[src/rtl/banco_reg_pkg.sv]
`default_nettype none
// ============================================================================
// banco_reg_pkg : shared CPU constants for the register file.
// Revision 1.0
// ============================================================================
package banco_reg_pkg;

   localparam int CPU_DATA_W = 32;
   localparam int CPU_ADDR_W = 5;
   localparam int CPU_SP_IDX = 29;
   localparam int CPU_SP_RST = 227;

endpackage : banco_reg_pkg
`default_nettype wire

[src/rtl/banco_reg.sv]
`default_nettype none
// ============================================================================
// banco_reg : 32-entry register file, two combinational read ports, one write
//             port, asynchronous reset that preloads the stack pointer.
// Revision 1.0
// ============================================================================
module banco_reg
   import banco_reg_pkg::*;
#(
   parameter int                DATA_W = CPU_DATA_W,
   parameter int                ADDR_W = CPU_ADDR_W,
   parameter int                SP_IDX = CPU_SP_IDX,
   parameter logic [DATA_W-1:0] SP_RST = DATA_W'(CPU_SP_RST)
) (
   input  logic              Clk,
   input  logic              Reset,
   input  logic              RegWrite,
   input  logic [ADDR_W-1:0] ReadReg1,
   input  logic [ADDR_W-1:0] ReadReg2,
   input  logic [ADDR_W-1:0] WriteReg,
   input  logic [DATA_W-1:0] WriteData,
   output logic [DATA_W-1:0] ReadData1,
   output logic [DATA_W-1:0] ReadData2
);

   localparam int N_REGS = 2 ** ADDR_W;

   logic [DATA_W-1:0] regs_q [N_REGS];
   logic [DATA_W-1:0] regs_d [N_REGS];

   always_comb begin
      regs_d = regs_q;
      // Index 0 is hardwired to zero, so writes there are dropped.
      if (RegWrite && (WriteReg != '0)) begin
         regs_d[WriteReg] = WriteData;
      end
   end

   always_ff @(posedge Clk or posedge Reset) begin
      if (Reset) begin
         for (int i = 0; i < N_REGS; i++) begin
            regs_q[i] <= (i == SP_IDX) ? SP_RST : '0;
         end
      end else begin
         regs_q <= regs_d;
      end
   end

   assign ReadData1 = (ReadReg1 == '0) ? '0 : regs_q[ReadReg1];
   assign ReadData2 = (ReadReg2 == '0) ? '0 : regs_q[ReadReg2];

endmodule : banco_reg
`default_nettype wire

[config.mk]
export PLATFORM = sky130hd
export DESIGN_NAME = banco_reg
export DESIGN_NICKNAME = d
export VERILOG_FILES = /design/src/rtl/banco_reg_pkg.sv /design/src/rtl/banco_reg.sv
export SDC_FILE = /design/constraint.sdc
export NUM_CORES = 2
export LEC_CHECK = 0
export CAP_MARGIN = 20
export CORE_MARGIN = 2
export CORE_UTILIZATION = 57
export DETAILED_ROUTE_END_ITERATION = 16
export PLACE_DENSITY = 0.88
export SYNTH_ARGS = -nofsm -noshare
export SYNTH_HDL_FRONTEND = slang
export SYNTH_SLANG_ARGS = --single-unit
[constraint.sdc]
create_clock -name Clk -period 35.5 [get_ports Clk]
set_input_delay 7.1 -clock Clk [delete_from_list [all_inputs] [get_ports Clk]]
set_output_delay 7.1 -clock Clk [all_outputs]
set_load 0.01 [all_outputs]
==> qor.tcl <==
set qor(outcome) {complete, no violations}
set qor(detailedPlacementHpwl_um) 93150
set qor(class_of_the_tightest_hold_or_removal_check) {reg -> reg}
set qor(static-leakage-power_nw) 25.85
set qor(clock_tree.buffer_depth) 3
set qor(gp_routability_congestion) 0.8828
set qor(layout_commonest_cell) {sky130_fd_sc_hd__mux2_2}
set qor(critPathLaunch) {ReadReg1[2]}
set qor(layout-drive-gt1-share_pct) 48.28
set qor(async_reset_ff_share_pct) 100.0
set qor(htreeDepth) 3
set qor(post_drt_wl_per_cell_um) 33.66
set qor(final_period_util_pct) 52.58
set qor(synth_top_area_share_pct) 46.60
set qor(worst-r2r-cell-count) 1
set qor(route.vias.total) 36620
set qor(r2r_setup_slack_ps) 34660
set qor(synth.avg_cell_area_um2) 14.82
set qor(worstPathMaxFanout) 63
set qor(die_width_um) 313.8
set qor(holdPathStages) 0
set qor(synth_top_cell_by_area) {sky130_fd_sc_hd__dfrtp_1}
set qor(finalCoreUtilization_pct) 63.06
set qor(rsz0062_at_grt) {false}
set qor(ctsRootBufferMaster) {sky130_fd_sc_hd__clkbuf_16}
set qor(number_of_top_level_design_ports) 114
set qor(synth_seq_cells) 1024
set qor(setup_tns_after_final_layout_ps) 0
set qor(detail_route.first_pass.iterations) 6
set qor(synth-seq-area-share_pct) 46.84
set qor(port_buffers) 113
set qor(post_cts.repair.setup_buffers) 0
set qor(die_y_um) 313.8
set qor(ys.warnings.count) 0
set qor(die_area_mm2) 0.09850
set qor(pin_count_of_the_biggest_net_entering_global_routing) 169
set qor(layout.cells.most_common_list) {sky130_fd_sc_hd__mux2_2 (1037), sky130_fd_sc_hd__dfrtp_1 (1019), sky130_fd_sc_hd__mux4_2 (397)}
set qor(synth_top_cells_by_area) {sky130_fd_sc_hd__dfrtp_1 (47%), sky130_fd_sc_hd__mux2_2 (21%), sky130_fd_sc_hd__mux4_2 (16%)}
set qor(timing.final.max_slew_violations) 0
set qor(grt_pass1_wl_um) 246600
set qor(grt_pass1_vias) 37450
set qor(fp.coreArea_mm2) 0.09501
set qor(worstSetupStartpointType) {input port}
set qor(flip_flop_count_of_the_largest_register_after_layout) 1024
set qor(clkLatencyLatePin_ps) 670
set qor(r2r_end) {regs_q[845]}
set qor(vias_per_cell) 7.432
set qor(synth_edf_count) 0
set qor(power.share.switching_pct) 27.89
set qor(grt-ovfl-total) 0
set qor(gr-usage-all-layers_pct) 33.79
set qor(hold_buffers) 0
set qor(power.internal_mw) 2.453
set qor(post_cts_resize_count) 0
set qor(power.net_switching_mw) 0.9489
set qor(start_util_pct) 57.59
set qor(placement_rows) 113
set qor(min_from) {regs_q[1007]}
set qor(share_clk_of_total_power_pct) 32.9
set qor(slew_headroom_pct) 13.24
set qor(antenna_left) 0
set qor(cts_inserted_buffers) 100
set qor(regToRegStartpoint) {regs_q[845]}
set qor(timing_worst_setup_path_type) {in -> out}
set qor(combinationalPowerShare_pct) 20.9
set qor(antenna_violations_before_repair) 13
set qor(synth_cell_types) 49
set qor(finalPower_mw) 3.402
set qor(totalWireLength_um) 165900
set qor(drtIter0Drc) 5079
set qor(p_seq_share_pct) 46.2
set qor(cts_tree) {built}
set qor(largest-register) {regs_q}
set qor(clock_skew_ps) 0
set qor(cap_viol_max_count) 0
set qor(final_period_minus_worst_setup_slack_ps) 18670
set qor(timing.critical_path.arrival_ps) 11570
set qor(reg_top3) {regs_q x1024}
set qor(final_net_count) 3632
set qor(reg_clk_slew_reported_paths_ps) 60
set qor(post-route-drc-count) 0
set qor(clkSinkCount) 1024
set qor(worst-endpoint-required_ps) 28400
set qor(finalSetupViolations) 0
set qor(syn-num-nets) 3742
set qor(finalHoldViolations) 0
set qor(vdd_drop_max_uv) 37.12
set qor(fmaxAchievable_ghz) 0.05357
set qor(synthFlopType) {sky130_fd_sc_hd__dfrtp_1}
set qor(critPathCaptureType) {output port}
set qor(pwr_density_cell_mw_per_mm2) 56.78
set qor(post_synthesis_to_final_layout_area_growth_pct) 9.484
set qor(worst-slew-pin-transition_ps) 1301
set qor(synthesis.area_mm2) 0.05472
set qor(netlist_instances) 3692
set qor(hold-path-endpoint) {regs_q[1007]}
## cells in the mapped netlist, drive strengths merged (8+ instances only)
cell / n
mux4: 397
and2: 19
dfrtp: 1019
a22o: 42
o22ai: 40
a21oi: 43
a2111oi: 32
a22oi: 77
nand3: 12
nor3: 33
mux2: 1037
buf: 195
a311oi: 8
nor2: 21
o32ai: 16
a211oi: 37
clkbuf: 232
nand2: 41
nor4: 17
mux2i: 271
nor2b: 42
o221ai: 21
## worst max path at each step
| stage | depth (start not counted) | to | slack, ps |
|---|---|---|---|
| final | 7 | ReadData1[3] | 16830 |
| after global placement | 8 | ReadData1[13] | 17100 |
| after global routing | 8 | ReadData2[12] | 16790 |
| after CTS | 8 | ReadData2[12] | 17060 |
| after floorplan | 1 | regs_q[0] | 14290 |
| after detailed placement | 8 | ReadData2[12] | 17080 |
## worst max-delay path, cell delays in order
cell and delay (ps):
sky130_fd_sc_hd__buf_6 480, sky130_fd_sc_hd__buf_4 950, sky130_fd_sc_hd__nor2b_4 460, sky130_fd_sc_hd__buf_4 540
sky130_fd_sc_hd__a2111oi_0 270, sky130_fd_sc_hd__nor3_1 910, sky130_fd_sc_hd__clkdlybuf4s50_1 710
## area by class of cell
class / instances / area, um2
fill: 6431 / 35100
multi-input combinational: 2238 / 27120
sequential: 1024 / 25630
clock buffer: 132 / 2845
timing repair buffer: 215 / 2137
tap: 1265 / 1583
clock inverter: 48 / 574.3
inverter: 3 / 15.01
antenna: 2 / 5.005
## per-layer routing
layer / track usage [%] / vias to the layer above / part of all wire [%]
met3: 9.540 / 720 / 12
met4: 20.59 / 20 / 6.5
met5: 0 / - / 0.081
met2: 50.63 / 2656 / 45
met1: 44.03 / 19220 / 36
li1: - / 14000 / -
## power by group through the flow
stage | registers (mW) | clock network, mW | logic (mW)
3_3_place_gp | 1.56 | 0 | 0.665
6_report | 1.57 | 1.12 | 0.710
3_5_place_dp | 1.58 | 0 | 0.691
2_1_floorplan | 1.52 | 0 | 0.545
4_1_cts | 1.56 | 1.12 | 0.699
5_1_grt | 1.59 | 1.17 | 0.750
## cell families after synthesis
| family | synth area share (%) |
|---|---|
| AOI/OAI and AO/OA | 4.466 |
| DFF | 46.84 |
| muxes | 42.64 |
| and+or+nand+nor | 2.056 |
| buffers and inverters | 4.004 |
## through the flow
stage | cell area [um2] | hold WS [ps] | instances | worst slack (ps)
2_1_floorplan | 54730 | 441.3 | 3692 | 14290
3_3_place_gp | 56200 | 377.9 | 4728 | 17100
3_5_place_dp | 56210 | 383.3 | 4729 | 17080
4_1_cts | 59620 | 400.2 | 4909 | 17060
5_1_grt | 59910 | 408.3 | 4926 | 16790
6_report | 59910 | 399.9 | 4927 | 16830
Note: power is estimated with default switching activity, not from simulation.
